**config.mk**
```make
export PLATFORM = sky130hd
export DESIGN_NAME = snake_seq_ctrl
export DESIGN_NICKNAME = d
export VERILOG_FILES = /design/src/rtl/snake_seq_pkg.sv /design/src/rtl/snake_seq_wdog.sv /design/src/rtl/snake_seq_ctrl.sv
export SDC_FILE = /design/constraint.sdc
export NUM_CORES = 1
export LEC_CHECK = 0
export CORE_UTILIZATION = 45
export CTS_BUF_LIST = sky130_fd_sc_hd__clkbuf_16
export CTS_CLUSTER_DIAMETER = 50
export DETAILED_ROUTE_END_ITERATION = 16
export GPL_ROUTABILITY_DRIVEN = 0
export PLACE_DENSITY = 0.75
export SLEW_MARGIN = 10
export SYNTH_ARGS = -nofsm -noshare
export SYNTH_HDL_FRONTEND = slang
export SYNTH_SLANG_ARGS = --single-unit
```
**constraint.sdc**
```tcl
create_clock -name clk -period 4.4 [get_ports clk]
set_clock_uncertainty 0.15 [all_clocks]
set_input_delay 0.88 -clock clk [delete_from_list [all_inputs] [get_ports clk]]
set_output_delay 0.88 -clock clk [all_outputs]
set_load 0.005 [all_outputs]
```
**src/rtl/snake_seq_pkg.sv**
```systemverilog
// rtl/snake_seq_pkg.sv - shared states, sizes and level map for the snake sequencing controller
package snake_seq_pkg;

    typedef enum logic [2:0] {
        S_IDLE  = 3'd0,
        S_GO    = 3'd1,
        S_WAIT  = 3'd2,
        S_DRAIN = 3'd3,
        S_ERR   = 3'd4
    } seq_state_t;

    localparam int NUM_LEVELS = 5;
    localparam int NUM_CELLS  = 8;

    localparam logic [NUM_CELLS-1:0] LEVEL_MASK [0:NUM_LEVELS-1] = '{
        8'h01, 8'h06, 8'h18, 8'h60, 8'h80
    };

    // Levels beyond the last one map to no cells rather than indexing past the table.
    function automatic logic [NUM_CELLS-1:0] level_mask(input logic [2:0] lvl);
        return (lvl < 3'(NUM_LEVELS)) ? LEVEL_MASK[lvl] : '0;
    endfunction

endpackage

```
**src/rtl/snake_seq_wdog.sv**
```systemverilog
// rtl/snake_seq_wdog.sv - per-level watchdog counter; expired flags the last allowed stalled WAIT cycle
module snake_seq_wdog #(
    parameter int TIMEOUT_CYCLES = 15
) (
    input  logic clk,
    input  logic rst_n,
    input  logic clear,
    input  logic enable,
    output logic expired
);

    localparam int CW = $clog2(TIMEOUT_CYCLES + 1);

    logic [CW-1:0] count;

    always_ff @(posedge clk or negedge rst_n) begin
        if (!rst_n) begin
            count <= '0;
        end else if (clear) begin
            count <= '0;
        end else if (enable) begin
            count <= count + CW'(1);
        end
    end

    assign expired = enable && (count == CW'(TIMEOUT_CYCLES - 1));

endmodule

```
**src/rtl/snake_seq_ctrl.sv**
```systemverilog
// rtl/snake_seq_ctrl.sv - level-by-level go/done sequencer for the eight-cell snake network
// Optional watchdog and ERR state compiled in with SNAKE_SEQ_WATCHDOG_EN.
module snake_seq_ctrl
    import snake_seq_pkg::*;
#(
    parameter int TIMEOUT_CYCLES = 15
) (
    input  logic                 clk,
    input  logic                 rst_n,
    input  logic                 start_valid,
    output logic                 start_ready,
    output logic [NUM_CELLS-1:0] cell_go,
    input  logic [NUM_CELLS-1:0] cell_done,
    output logic                 out_valid,
    input  logic                 out_ready,
    output logic                 busy,
    output logic [2:0]           level,
    output logic                 error
);

    localparam logic [2:0] LAST_LEVEL = 3'(NUM_LEVELS - 1);

    seq_state_t           state;
    logic [NUM_CELLS-1:0] pending;
    logic [NUM_CELLS-1:0] pending_next;
    logic [NUM_CELLS-1:0] cur_mask;
    logic                 wd_expired;

    assign cur_mask     = level_mask(level);
    assign pending_next = pending & ~(cell_done & cur_mask);

    assign start_ready = (state == S_IDLE);
    assign busy        = (state != S_IDLE);
    assign out_valid   = (state == S_DRAIN);

    // cell_go is loaded on entry to GO so the pulse coincides with the GO cycle.
    always_ff @(posedge clk or negedge rst_n) begin
        if (!rst_n) begin
            state   <= S_IDLE;
            level   <= '0;
            cell_go <= '0;
            pending <= '0;
        end else begin
            cell_go <= '0;
            case (state)
                S_IDLE: begin
                    if (start_valid) begin
                        level   <= '0;
                        cell_go <= level_mask(3'd0);
                        state   <= S_GO;
                    end
                end
                S_GO: begin
                    pending <= cur_mask;
                    state   <= S_WAIT;
                end
                S_WAIT: begin
                    pending <= pending_next;
                    if (pending_next == '0) begin
                        if (level == LAST_LEVEL) begin
                            state <= S_DRAIN;
                        end else begin
                            level   <= level + 3'd1;
                            cell_go <= level_mask(level + 3'd1);
                            state   <= S_GO;
                        end
                    end else if (wd_expired) begin
                        state <= S_ERR;
                    end
                end
                S_DRAIN: begin
                    if (out_ready) begin
                        level <= '0;
                        state <= S_IDLE;
                    end
                end
                default: begin
                    state <= S_ERR;
                end
            endcase
        end
    end

`ifdef SNAKE_SEQ_WATCHDOG_EN
    logic wd_clear;
    logic wd_enable;

    assign wd_clear  = (state == S_GO);
    assign wd_enable = (state == S_WAIT) && (pending_next != '0);

    snake_seq_wdog #(
        .TIMEOUT_CYCLES(TIMEOUT_CYCLES)
    ) u_wdog (
        .clk     (clk),
        .rst_n   (rst_n),
        .clear   (wd_clear),
        .enable  (wd_enable),
        .expired (wd_expired)
    );

    // ERR is left only through reset, so decoding it gives a sticky flag.
    assign error = (state == S_ERR);
`else
    assign wd_expired = 1'b0;
    assign error      = (TIMEOUT_CYCLES < 0);
`endif

endmodule

```
==> impl_summary.md, run 1 <==
Outcome
The flow ran to the end, and the final reports show no timing, DRC or antenna violations.

Timing
Setup repair after global routing left no endpoint under its margin. The measured slew at the worst slew-check pin is 869 ps. Measured against its own limit, the worst slew margin works out to 41.9%.

The share of the clock period used by the worst path is about 63%. The clock period minus final worst setup slack is about 2800 ps. The final-report hold violation count came to 0.

The final number of max-transition violations is 0. On the final layout, the worst hold slack is 400 ps. Derived from the worst setup path, the maximum achievable clock frequency is 362 MHz. Summed over all failing endpoints, the final setup total negative slack is 0 ps. Setup violations remaining at the end of the flow were counted as 0.

Die
The region available for standard cell placement spans 2500 um2. The overall die width is 53.8 um. The number of I/O pins is 27. The die covers 2900 um2. The die span in y is 53.8 um. The floorplan has 18 rows.

The starting utilization of the core area is 48.3%.

Power and ir drop
Internal power comes to just under 500 uW. Net switching is 37.8% of the power. Combinational logic burns around two fifths of the power. The areal power density over the cells is 526 nW/um2. For this design the total switching power over the nets is around 300 uW. IR analysis of the VDD net gives a maximum drop of 0.423 mV.

The analysis attributes to cell leakage a power of 0.641 nW. The design draws 793 uW. In this run, flip-flops and latches consume 35.4% of the power. The clock network accounts for 23.1% of the total power.

Synthesis
The mapped cell area is around 1200 um2. The number of flip-flops and latches in the synthesized netlist is 19. In this run the mean area of a mapped cell was about 9.5 um2. In the synthesized netlist the async set-or-reset flop fraction comes to 100%. Sequential elements use 39.3% of the synthesized area. For this run, the leading register cell type out of synthesis is sky130_fd_sc_hd__dfrtp_1. During synthesis, Yosys emitted a total of 0 warnings. The cell count after synthesis is 127. The count of cell types in the netlist is 40. When the netlist entered floorplanning its net count stood at roughly 150.

The number of flops mapped to enable cells by yosys is 0.

Place
The count of buffers added on input and output ports is 25. After detailed placement, the design holds a cell count of 173. Detailed placement finished with a half-perimeter wire length of between 1500 and 2000 um.

Setup path
The critical path in this run is classified as register to output pin. Walking the worst path, the cells encountered are or3_1 > inv_1 > clkdlybuf4s50_1. The sort of element at the start of the critical path is a register. Broken down by cell family, the worst path's largest delay share belongs to buffers and inverters. The critical path contains buffers and inverters numbering 2 combined. The signal arrival time at the worst endpoint is 1730 ps. At the worst endpoint, the required time is approximately 3400 ps.

In this design, the stage delay of the slowest critical-path cell is about 500 ps. Along the worst path, the maximum fanout reaches 10. On the critical path, the stage with the largest delay is an instance of sky130_fd_sc_hd__clkdlybuf4s50_1. The critical path capture point type is an output pin.

Global route
The number of antenna violations at the first check in global routing is 0. For this run, global-route usage on met3 was measured as 3.11%. The all-layer global routing usage is about a fifth. The global-route wire length before repair is 4060 um.

Entering global routing, the biggest net connects 20 pins. The number of global-route vias before repair is 964. Global routing consumed, on the met2 layer, 32.5% of the routing resources.

The total overflow left after global routing is 0. The global routing's busiest layer is met2. The global routing usage on met1 is 24.9%.

Worst hold path
The tightest min-delay check is of the register to register type.

Layout
The area taken by multi-input logic gates is roughly 640 um2. The net count of the finished layout is 169. The count of placed standard cells in the final layout, fillers left out is about 180. Cells with a size suffix above 1 make up 7.48% of the layout. The filler cells instantiated in the layout total between 200 and 250.

In the layout the commonest cells are 25 x sky130_fd_sc_hd__clkdlybuf4s50_1, 19 x sky130_fd_sc_hd__dfrtp_1, 13 x sky130_fd_sc_hd__o21ai_0. The number of diodes is 0. The most common library cell in the layout ignoring fill and taps is sky130_fd_sc_hd__clkdlybuf4s50_1. Across the whole layout, storage elements account for 475 um2. The signed area change from the synthesized netlist to the final layout is 24.6%.

Clock network
The clock drives 19 sinks. In this run, post-CTS hold repair placed 0 buffers. The number of gates resized after CTS is 0. After clock tree synthesis, the clock-pin slew on the worst setup and hold paths is 50 ps. The CTS tree is yes. The root buffer cell chosen for the clock tree is sky130_fd_sc_hd__clkbuf_16. The number of buffers created by CTS is 3. The insertion delay of the later-clocked pin in the worst-skew pair is 250 ps. In this run the post-CTS setup repair buffer count came out at 0. The maximum buffer depth of the clock tree is 2.

In this run the number of H-tree levels came out at 1.

Flow run
The reported max-cap violation count is 0.

Route
The routed wire length is around 2500 um. Across all layers, the routed design uses roughly 1000 vias. In this run the remaining antenna-violating nets after routing total 0.

After detailed routing, the number of remaining DRC violations is 0. The detailed-router iteration count before antenna repair is 4. The via density per instance is 5.69. The routed length per placed instance is 14.1 um. In this run, the number of DRC markers left after iteration 0 of detailed routing was 20.
## synthesized netlist by cell type, types with 2 or more instances
cell type / n / area (um2)
sky130_fd_sc_hd__ha_1: 9 / 113
sky130_fd_sc_hd__o211ai_1: 3 / 22.5
sky130_fd_sc_hd__nand3_1: 2 / 10.0
sky130_fd_sc_hd__buf_6: 2 / 22.5
sky130_fd_sc_hd__or2_1: 2 / 12.5
sky130_fd_sc_hd__a31oi_1: 3 / 18.8
sky130_fd_sc_hd__nor2b_1: 2 / 12.5
sky130_fd_sc_hd__clkbuf_1: 2 / 7.51
sky130_fd_sc_hd__nor2_1: 10 / 37.5
sky130_fd_sc_hd__a21oi_1: 6 / 30.0
sky130_fd_sc_hd__nor3b_1: 2 / 15.0
sky130_fd_sc_hd__inv_1: 7 / 26.3
sky130_fd_sc_hd__o21ai_0: 13 / 65.1
sky130_fd_sc_hd__and4_1: 3 / 26.3
sky130_fd_sc_hd__nand2b_1: 4 / 25.0
sky130_fd_sc_hd__buf_4: 4 / 30.0
sky130_fd_sc_hd__or4_1: 2 / 15.0
sky130_fd_sc_hd__dfrtp_1: 19 / 475
sky130_fd_sc_hd__nand2_1: 11 / 41.3
## worst min-delay path, stage by stage, from the launching register on
cell and delay, ps:
sky130_fd_sc_hd__dfrtp_1 380, sky130_fd_sc_hd__nand2b_1 70, sky130_fd_sc_hd__o21ai_0 60
## state kept, by name, indices dropped and copies added (netlist names)
name     count
pending      8
cell_go      5
level        3
state        3
## worst paths after layout
path	depth (start not counted)	to	startpoint	slack, ps
hold / removal	2	pending[0]	pending[0]	400
setup reg to reg	7	level[2]	level[1]	1890
setup / recovery	3	start_ready	state[0]	1640
max in group asynchronous	1	cell_go[0]	rst_n	2590
hold reg to reg	2	pending[0]	pending[0]	400
min in group asynchronous	1	pending[3]	rst_n	980
## cells by family (layout without fill, tap and decap cells)
logic type | after synthesis | after routing | synth area share [%]
AOI/OAI and AO/OA | 33 | 33 | 17.7
and+or+nand+nor | 49 | 49 | 25.1
other | 1 | 1 | 0.310
buffers and inverters | 16 | 36 | 8.28
adders and majority gates | 9 | 9 | 9.32
DFF | 19 | 19 | 39.3
## metal layers
metal	wire, um	up-vias
li1	-	491
met2	1200	32
met4	36	0
met5	0	-
met1	1140	479
met3	116	5
## power groups by stage
stage | combinational, mW | clock, mW | sequential, mW
finish | 0.329 | 0.183 | 0.281
detailed placement | 0.323 | 0 | 0.280
global route | 0.367 | 0.196 | 0.288
CTS | 0.327 | 0.185 | 0.278
global placement | 0.314 | 0 | 0.275
floorplan | 0.236 | 0 | 0.259
## through the flow
| step | area, um2 | setup WS, ps | utilization, % |
|---|---|---|---|
| 5_1_grt | 1510 | 1560 | 60.3 |
| 2_1_floorplan | 1210 | 2070 | - |
| 6_report | 1510 | 1640 | 60.3 |
| 3_3_place_gp | 1420 | 1480 | 56.9 |
| 4_1_cts | 1500 | 1650 | 60.1 |
| 3_5_place_dp | 1420 | 1450 | 56.9 |
## area by class of cell
| class | count | share of cell area, % |
|---|---|---|
| Inverter | 7 | 1.74 |
| Clock inverter | 1 | 0.249 |
| Timing Repair Buffer | 25 | 16.6 |
| Tap cell | 30 | 2.49 |
| Sequential cell | 19 | 31.6 |
| Multi-Input combinational cell | 92 | 42.4 |
| Clock buffer | 3 | 4.98 |
(Power assumes the default switching activity.)
==> run 2: changes to the inputs <==
--- a/config.mk
+++ b/config.mk
@@ -10,7 +10,7 @@
 export CTS_CLUSTER_DIAMETER = 50
 export DETAILED_ROUTE_END_ITERATION = 16
 export GPL_ROUTABILITY_DRIVEN = 0
-export PLACE_DENSITY = 0.75
+export PLACE_DENSITY = 0.77
 export SLEW_MARGIN = 10
 export SYNTH_ARGS = -nofsm -noshare
 export SYNTH_HDL_FRONTEND = slang
==> constraint.sdc (replaced) <==
create_clock -name clk -period 2.4 [get_ports clk]
set_clock_uncertainty 0.15 [all_clocks]
set_input_delay 0.48 -clock clk [delete_from_list [all_inputs] [get_ports clk]]
set_output_delay 0.48 -clock clk [all_outputs]
set_load 0.005 [all_outputs]
==> impl_summary.md, run 2 (same netlist as run 1, synthesis figures left out) <==
Outcome
Outcome: complete, no violations (unchanged).

Route
The routed length per placed instance is 14.6 um (was 14.1 um). The via count is 1041 (was 1007). The violation count after the first detailed-route iteration is 26 (was 20).

The via density per instance came to 5.54 (was 5.69). The residual antenna-violating net count after detailed routing is 0 (unchanged). The detailed-router iteration count before antenna repair came to 4 (unchanged).

The DRC violation count after routing is 0 (unchanged). The routed wire length is 2740 um (was 2490 um).

Setup path
The delay of the slowest cell on the worst path is 500 ps (about the same). The destination of the worst register-to-register timing path is level[2] (unchanged). The peak fanout along the critical path is 9 (was 10). The reg2reg setup slack is 140 ps (was 1890 ps).

List of cells traversed by the critical path: or3_1 > inv_1 > clkdlybuf4s50_1 (unchanged). The depth of the most critical reg-to-reg path was 7 (unchanged). The worst path required time is 1770 ps (was 3370 ps). The sum of buffers and inverters on the critical path is 2 (unchanged). The startpoint of the lowest-slack register-to-register path is level[1] (unchanged).

The sort of element at the start of the critical path is a register (unchanged). The critical setup path kind is register to output pin (unchanged). The critical path capture point type is an output pin (unchanged). The slowest stage cell on the critical path was sky130_fd_sc_hd__clkdlybuf4s50_1 (unchanged). The top cell family by delay on the critical path is buffers and inverters (unchanged). The signal arrival time at the worst endpoint came to 1680 ps (was 1730 ps).

Flow run
The reported max-cap violation count is 0 (unchanged).

Global route
The global routing's busiest layer was met2 (unchanged). The global routing usage on met1 is 28.3% (was 24.9%). The global-route wire length before repair came to 4540 um (was 4060 um).

The number of antenna violations at the first check in global routing was 0 (unchanged). The all-layer global routing usage is 22.6% (was 19.6%). The number of global-route vias before repair is 1048 (was 964). The routing usage on met2 is 37.4% (was 32.5%).

The fraction of met3 tracks used by global routing is 3.67% (was 3.11%). The pin count of the biggest net entering global routing was 20 (unchanged). The aggregate global routing overflow is 0 (unchanged).

Layout
Commonest cells after routing, fill and taps aside: 25 x sky130_fd_sc_hd__clkdlybuf4s50_1, 17 x sky130_fd_sc_hd__dfrtp_1, 12 x sky130_fd_sc_hd__o21ai_0 (was 25 x sky130_fd_sc_hd__clkdlybuf4s50_1, 19 x sky130_fd_sc_hd__dfrtp_1, 13 x sky130_fd_sc_hd__o21ai_0). The number of diodes is 0 (unchanged). Largest registers: pending x8, cell_go x5 (unchanged).

The largest register by flop count is pending (unchanged). The post-layout net count came to 180 (was 169). The most common library cell in the layout ignoring fill and taps is sky130_fd_sc_hd__clkdlybuf4s50_1 (unchanged).

The utilization of the core after routing is 63.8% (was 60.3%). The fraction of final layout cells with drive strength greater than 1 is 16.5% (was 7.48%). The signed area change from the synthesized netlist to the final layout was 32.0% (was 24.6%).

The post-layout instance area is 1600 um2 (was 1510 um2). The flip-flop count of the largest register after layout is 8 (unchanged). The fill cell total of the finished layout was 222 (was 218). The count of placed standard cells in the final layout, fillers left out is 188 (was 177).

Die
The area enclosed by the die boundary is 2900 um2 (unchanged). The row count was 18 (unchanged). The starting utilization of the core area is 48.3% (unchanged). The overall die width was 53.8 um (unchanged).

The number of I/O pins is 27 (unchanged). The placeable core area is 2500 um2 (unchanged). The die span in y came to 53.8 um (unchanged).

Timing
The measured slew at the worst slew-check pin is 665 ps (was 869 ps). The final-report hold violation count is 0 (unchanged). The final number of setup-violating endpoints was 0 (unchanged). The share of the clock period used by the worst path is 96.4%.

The final number of max-transition violations is 0 (unchanged). The final-layout worst hold slack was 399 ps (was 400 ps). The headroom to the max-slew limit is 55.4% (was 41.9%). RSZ-0062 raised after global routing: no (unchanged). The maximum frequency from static timing analysis is 432 MHz. The clock period minus final worst setup slack is around 2300 ps.

Power and ir drop
The total leakage power is 0.686 nW (was 0.641 nW). The worst supply voltage drop on vdd was 0.682 mV (was 0.423 mV). The areal power density over the cells is 976 nW/um2 (was 526 nW/um2).

Clock network
The H-tree depth reported by CTS was 1 (unchanged). The maximum buffer depth of the clock tree is 2 (unchanged). The sink count of the clock tree is 19 (unchanged). The insertion delay of the later-clocked pin in the worst-skew pair is 260 ps (was 250 ps). The CTS tree is yes (unchanged). The clock-pin transition on the worst setup and hold timing paths was 50 ps (about the same). The number of buffers created by CTS came to 3 (unchanged).

The cell at the root of the clock tree is sky130_fd_sc_hd__clkbuf_16 (unchanged). The setup fix buffers added after clock tree synthesis came to 0 (unchanged).

Place
The number of input and output port buffers inserted is 25 (unchanged). The cell area after placement is 1510 um2 (was 1420 um2). The instance count after placement with tap cells included is 184 (was 173). The detailed placer's ending HPWL is 1880 um (was 1770 um).

Worst hold path
The worst min-delay path endpoint is state[2] (was pending[0]). The startpoint of the worst hold path is state[2] (was pending[0]). The worst hold-check path type is register to register (unchanged). The depth of the worst hold-timing path is 0 (was 2).
run 2: per-layer routing:
metal	routed length, um	vias to the layer above
li1	-	513
met1	1270	487
met2	1300	36
met3	125	5
met4	48	0
met5	0	-
run 2: power by group:
group          internal (mW)  switching, mW  leakage [nW]
sequential             0.416         0.0750         0.243
clock                  0.224          0.130        0.0409
combinational          0.334          0.378         0.402
total                  0.974          0.583         0.686
run 2: cell type report:
type / instances / area [um2] / share of cell area (%)
flip-flops and latches: 19 / 478 / 30.0
clock inverters: 1 / 5.00 / 0.314
multi-input cells: 92 / 641 / 40.2
repair buffers: 36 / 333 / 20.9
clock buffers: 3 / 75.1 / 4.71
inverters: 7 / 26.3 / 1.65
well taps: 30 / 37.5 / 2.35
run 2: timing repair:
item | CTS | global route
hold buffers | 0 | 0
resized for setup | 0 | 5
setup endpoints to repair | 0 | 5
run 2: worst max path at each step:
stage / startpoint / to / cells after the start
6_report: state[2] / start_ready / 3
5_1_grt: level[1] / level[1] / 8
4_1_cts: level[1] / cell_go[0] / 8
3_5_place_dp: cell_done[6] / cell_go[0] / 7
3_3_place_gp: cell_done[6] / cell_go[0] / 7
2_1_floorplan: level[1] / level[2] / 7
run 2: stage by stage:
stage	worst slack (ps)	TNS [ps]	total power, mW
after floorplan	65.1	0	0.907
after global routing	9.07	0	1.67
final	85.8	0	1.56
after global placement	-25.4	-55.1	1.16
after CTS	47.8	0	1.55
after detailed placement	-70.6	-254	1.18
